$ cat src/rtl/neural_network_layer1.sv
// Two-neuron fixed-point dense layer with ReLU, sequenced one MAC per
// cycle and handshaked with req / ack__layer.
module neural_network_layer1 #(
  parameter int FRAC_BITS = 4,
  parameter logic signed [7:0] W00 = 8'sd16,
  parameter logic signed [7:0] W01 = -8'sd8,
  parameter logic signed [7:0] W10 = 8'sd24,
  parameter logic signed [7:0] W11 = 8'sd32,
  parameter logic signed [7:0] B0 = 8'sd4,
  parameter logic signed [7:0] B1 = -8'sd16
) (
  input  logic              clk,
  input  logic              rst,
  input  logic              req,
  input  logic signed [7:0] a0,
  input  logic signed [7:0] a1,
  output logic              ack__layer,
  output logic signed [7:0] y0,
  output logic signed [7:0] y1,
  output logic              busy
);

  typedef enum logic [2:0] {
    IDLE,
    MAC,
    BIAS,
    ACT,
    DONE
  } state_t;

  state_t state;

  logic signed [7:0]  x0;
  logic signed [7:0]  x1;
  logic signed [7:0]  acc0;
  logic signed [7:0]  acc1;
  logic [1:0]         step;
  logic signed [7:0]  w_sel;
  logic signed [7:0]  x_sel;
  logic signed [15:0] w_ext;
  logic signed [15:0] x_ext;
  logic signed [15:0] prod;
  logic signed [7:0]  term;

  always_comb begin
    w_sel = '0;
    x_sel = '0;
    unique case (step)
      2'd0: begin w_sel = W00; x_sel = x0; end
      2'd1: begin w_sel = W01; x_sel = x1; end
      2'd2: begin w_sel = W10; x_sel = x0; end
      2'd3: begin w_sel = W11; x_sel = x1; end
    endcase
  end

  // Full-width product, floor shift, then keep the low byte (wraps).
  assign w_ext = {{8{w_sel[7]}}, w_sel};
  assign x_ext = {{8{x_sel[7]}}, x_sel};
  assign prod  = w_ext * x_ext;
  assign term  = 8'(prod >>> FRAC_BITS);

  always_ff @(posedge clk) begin
    if (rst) begin
      state      <= IDLE;
      x0         <= '0;
      x1         <= '0;
      acc0       <= '0;
      acc1       <= '0;
      step       <= '0;
      y0         <= '0;
      y1         <= '0;
      ack__layer <= 1'b0;
      busy       <= 1'b0;
    end else begin
      unique case (state)
        IDLE: begin
          if (req) begin
            x0    <= a0;
            x1    <= a1;
            acc0  <= '0;
            acc1  <= '0;
            step  <= '0;
            busy  <= 1'b1;
            state <= MAC;
          end
        end
        MAC: begin
          if (step[1]) acc1 <= acc1 + term;
          else         acc0 <= acc0 + term;
          step <= step + 2'd1;
          if (step == 2'd3) state <= BIAS;
        end
        BIAS: begin
          acc0  <= acc0 + B0;
          acc1  <= acc1 + B1;
          state <= ACT;
        end
        ACT: begin
          y0         <= acc0[7] ? 8'sd0 : acc0;
          y1         <= acc1[7] ? 8'sd0 : acc1;
          ack__layer <= 1'b1;
          state      <= DONE;
        end
        DONE: begin
          // Hold the result until upstream drops req.
          if (!req) begin
            ack__layer <= 1'b0;
            busy       <= 1'b0;
            state      <= IDLE;
          end
        end
        default: state <= IDLE;
      endcase
    end
  end

endmodule

$ cat config.mk
export PLATFORM = sky130hd
export DESIGN_NAME = neural_network_layer1
export DESIGN_NICKNAME = d
export VERILOG_FILES = /design/src/rtl/neural_network_layer1.sv
export SDC_FILE = /design/constraint.sdc
export NUM_CORES = 1
export LEC_CHECK = 0
export ABC_AREA = 0
export CAP_MARGIN = 20
export CELL_PAD_IN_SITES_DETAIL_PLACEMENT = 1
export CELL_PAD_IN_SITES_GLOBAL_PLACEMENT = 1
export CORE_AREA = 4 4 99 101
export DETAILED_ROUTE_END_ITERATION = 12
export DIE_AREA = 0 0 103 105
export MAX_ROUTING_LAYER = met4
export PLACE_DENSITY = 0.87
export RECOVER_POWER = 100
export SYNTH_ARGS = -nofsm -noshare
export SYNTH_HDL_FRONTEND = slang
export SYNTH_SLANG_ARGS = --single-unit
$ cat constraint.sdc
create_clock -name clk -period 16.1 [get_ports clk]
set_input_delay 1.61 -clock clk [delete_from_list [all_inputs] [get_ports clk]]
set_output_delay 1.61 -clock clk [all_outputs]
set_load 0.02 [all_outputs]
==> metrics.yaml <==
outcome: "finished with violations"
violations: "max-capacitance violations, max-slew violations"
setup_ws_ns: 9.32
clk_path_buf_depth: 2
finalWirelength_um: 10700
fmax_mhz: 148
cts-resized-gates: 0
rows: 35
max_slew_margin_pct: -54.1
worstMarginPinSlew_ns: 2.31
power_density_nw_per_um2: 77.5
gp_congestion: 0.901
p_leak_nw: 1.85
cts_sinks: 53
num_vias: 3501
ys_top_cells_by_area: "dfxtp_1 26%, fa_1 12%, ha_1 11%"
synth_most_common_cell: "nand2_1"
synth_top_area_share_pct: 26.0
place_ws_ns: 9.44
area_delta_synth_final_pct: 11.6
irDropWorstVdd_mv: 0.0410
die_y_um: 105
drive_gt1_share_pct: 3.31
netSwitchingFraction_pct: 34.0
synth_edf_count: 0
p_sw_uw: 120
drtIter0Drc: 111
synth_seq_cells: 53
pin_count: 37
post-route-period-util_pct: 42.1
required_ns: 16.36
clk_latency_ns: 0.32
initial_core_util_pct: 45.2
cap_violations: 1
grt_max_degree: 52
antenna_left: 0
via_per_inst: 5.61
crit_arrival_ns: 7.03
synth_cells: 498
fin_nets: 591
multiInputGateArea_um2: 2750
ys.flop_type: "dfxtp_1"
core_um2: 9020
yosysSeqAreaShare_pct: 26.0
finalClockSkew_ns: 0.0125
final-seq-area_um2: 1060
cts_setup_buffers: 0
drc: 0
grt_antenna_before_repair: 0
die_w_um: 103
clk_pin_slew_ns: 0.12
hold_violations: 0
first_pass_iters: 4
gr-usage-all-layers_pct: 21.6
hold_path_class: "flop to flop"
post-route-min-period_ns: 6.78
synth_area_per_cell_um2: 8.20
place_hpwl_um: 8160
numCtsBuffers: 5
fin_tns_setup_ns: 0
setup_violations: 0
reg2reg_depth: 22
synthArstFlopShare_pct: 0
netlist_area_um2: 4080
clkPwrFrac_pct: 29.3
comb_power_share_pct: 29.6
whs_path_depth: 2
ys_warn_count: 0
gr-total-overflow: 0
cts_max_level: 2
io_buffer_count: 34
cts-root-buf: "clkbuf_8"
wl_per_cell_um: 17.1
path_class: "flop to flop"
yosys.cell_types.count: 50
yosysTopAreaCell: "dfxtp_1"
grt_pass1_vias: 3929
grt_pass1_wl_um: 18400
dieArea_um2: 10800
synth_common_cells: "60 x nand2_1, 56 x a21oi_1, 53 x dfxtp_1, 40 x inv_1, 36 x ha_1"
pwr-share-seq_pct: 41.0
cts_tree: "done"
diodes: 0
start_kind: "flop"
cp-end-kind: "flop"
ctsHoldBuffers: 0
p_int_uw: 233
path_max_fanout: 20
drv_slew: 52
rsz0062_at_grt: "no"
num-fill-cells: 1101
==> per-layer routing <==
| layer | wire length, um | share of wire, % | track usage (%) | vias up |
|---|---|---|---|---|
| met5 | 0 | 0 | - | - |
| met1 | 4530 | 42 | 24.2 | 1697 |
| li1 | - | - | - | 1716 |
| met2 | 5590 | 52 | 38.8 | 64 |
| met3 | 255 | 2.4 | 2.80 | 24 |
| met4 | 293 | 2.7 | 7.22 | 0 |
==> sequential cells by signal, summed over array words and instances (netlist names) <==
name and count:
x1 8, y0 7, acc0 8, y1 7, step 2, state 3, x0 8, busy 1
acc1 8, ack__layer 1
==> cells in the final DEF, fill, tap and decap left out, types with 4 or more instances in the layout <==
cell type	netlist	layout
a211oi_1	7	7
a21boi_0	5	5
a21o_1	6	6
a21oi_1	56	56
clkbuf_8	0	6
clkdlybuf4s50_1	0	16
dfxtp_1	53	53
dlygate4sd3_1	0	17
fa_1	24	24
ha_1	36	36
inv_1	40	40
nand2_1	60	60
nand2b_1	9	9
nand3_1	5	5
nor2_1	34	34
nor2b_1	4	4
nor3_1	17	17
nor3b_1	14	14
o21a_1	9	9
o21ai_0	27	27
or2_2	4	4
xnor2_1	13	13
xor2_1	5	5
==> kinds of logic after synthesis <==
family,count (synthesis),share of synthesized area [%]
adders and majority gates,60,22.8
and+or+nand+nor,162,18.9
AOI/OAI and AO/OA,129,19.1
muxes,5,1.38
DFF,53,26.0
buffers and inverters,68,6.68
other,1,0.0919
xor gates and xnor gates,20,5.00
==> through the flow <==
stage               hold slack, ns  cell area [um^2]  instances  power [mW]  utilization (%)
finish                       0.484              4560        624       0.353             50.5
global route                 0.498              4560        624       0.376             50.5
CTS                          0.486              4560        624       0.357             50.6
detailed placement           0.471              4440        616       0.251             49.2
global placement             0.454              4440        616       0.245             49.2
floorplan                    0.436              4090        499       0.222                -
==> critical path, cell delays in order, from the launching register on <==
cell,delay (ns)
dfxtp_1,0.52
inv_1,0.14
ha_1,0.40
nor2_1,0.44
mux2i_1,0.39
inv_1,0.16
fa_1,0.56
inv_1,0.06
fa_1,0.53
inv_1,0.06
fa_1,0.55
inv_1,0.07
fa_1,0.53
inv_1,0.04
ha_1,0.33
a21oi_1,0.17
xnor2_1,0.12
ha_1,0.23
or4_1,0.54
o221ai_1,0.33
nand4_1,0.15
mux2_1,0.32
o211ai_1,0.08
==> final timing paths <==
| path | startpoint | to | slack, ns |
|---|---|---|---|
| max | step[1] | acc1[7] | 9.32 |
| max reg2reg | step[1] | acc1[7] | 9.32 |
| min | busy | busy | 0.48 |
| min reg2reg | busy | busy | 0.48 |
==> area by class of cell <==
class | count | area share [%]
clock buffer | 6 | 1.81
tap | 111 | 3.05
inverter | 40 | 3.30
clock inverter | 2 | 0.906
timing repair buffer | 34 | 7.33
sequential | 53 | 23.3
multi-input combinational | 378 | 60.3
==> power by group through the flow <==
stage               sequential (mW)  clock (mW)  combinational [mW]
CTS                           0.145       0.107               0.105
detailed placement            0.148           0               0.103
global placement              0.148           0              0.0971
finish                        0.145       0.104               0.105
floorplan                     0.144           0              0.0782
global route                  0.146       0.111               0.118
No activity file was read; power rests on OpenSTA's default activity.
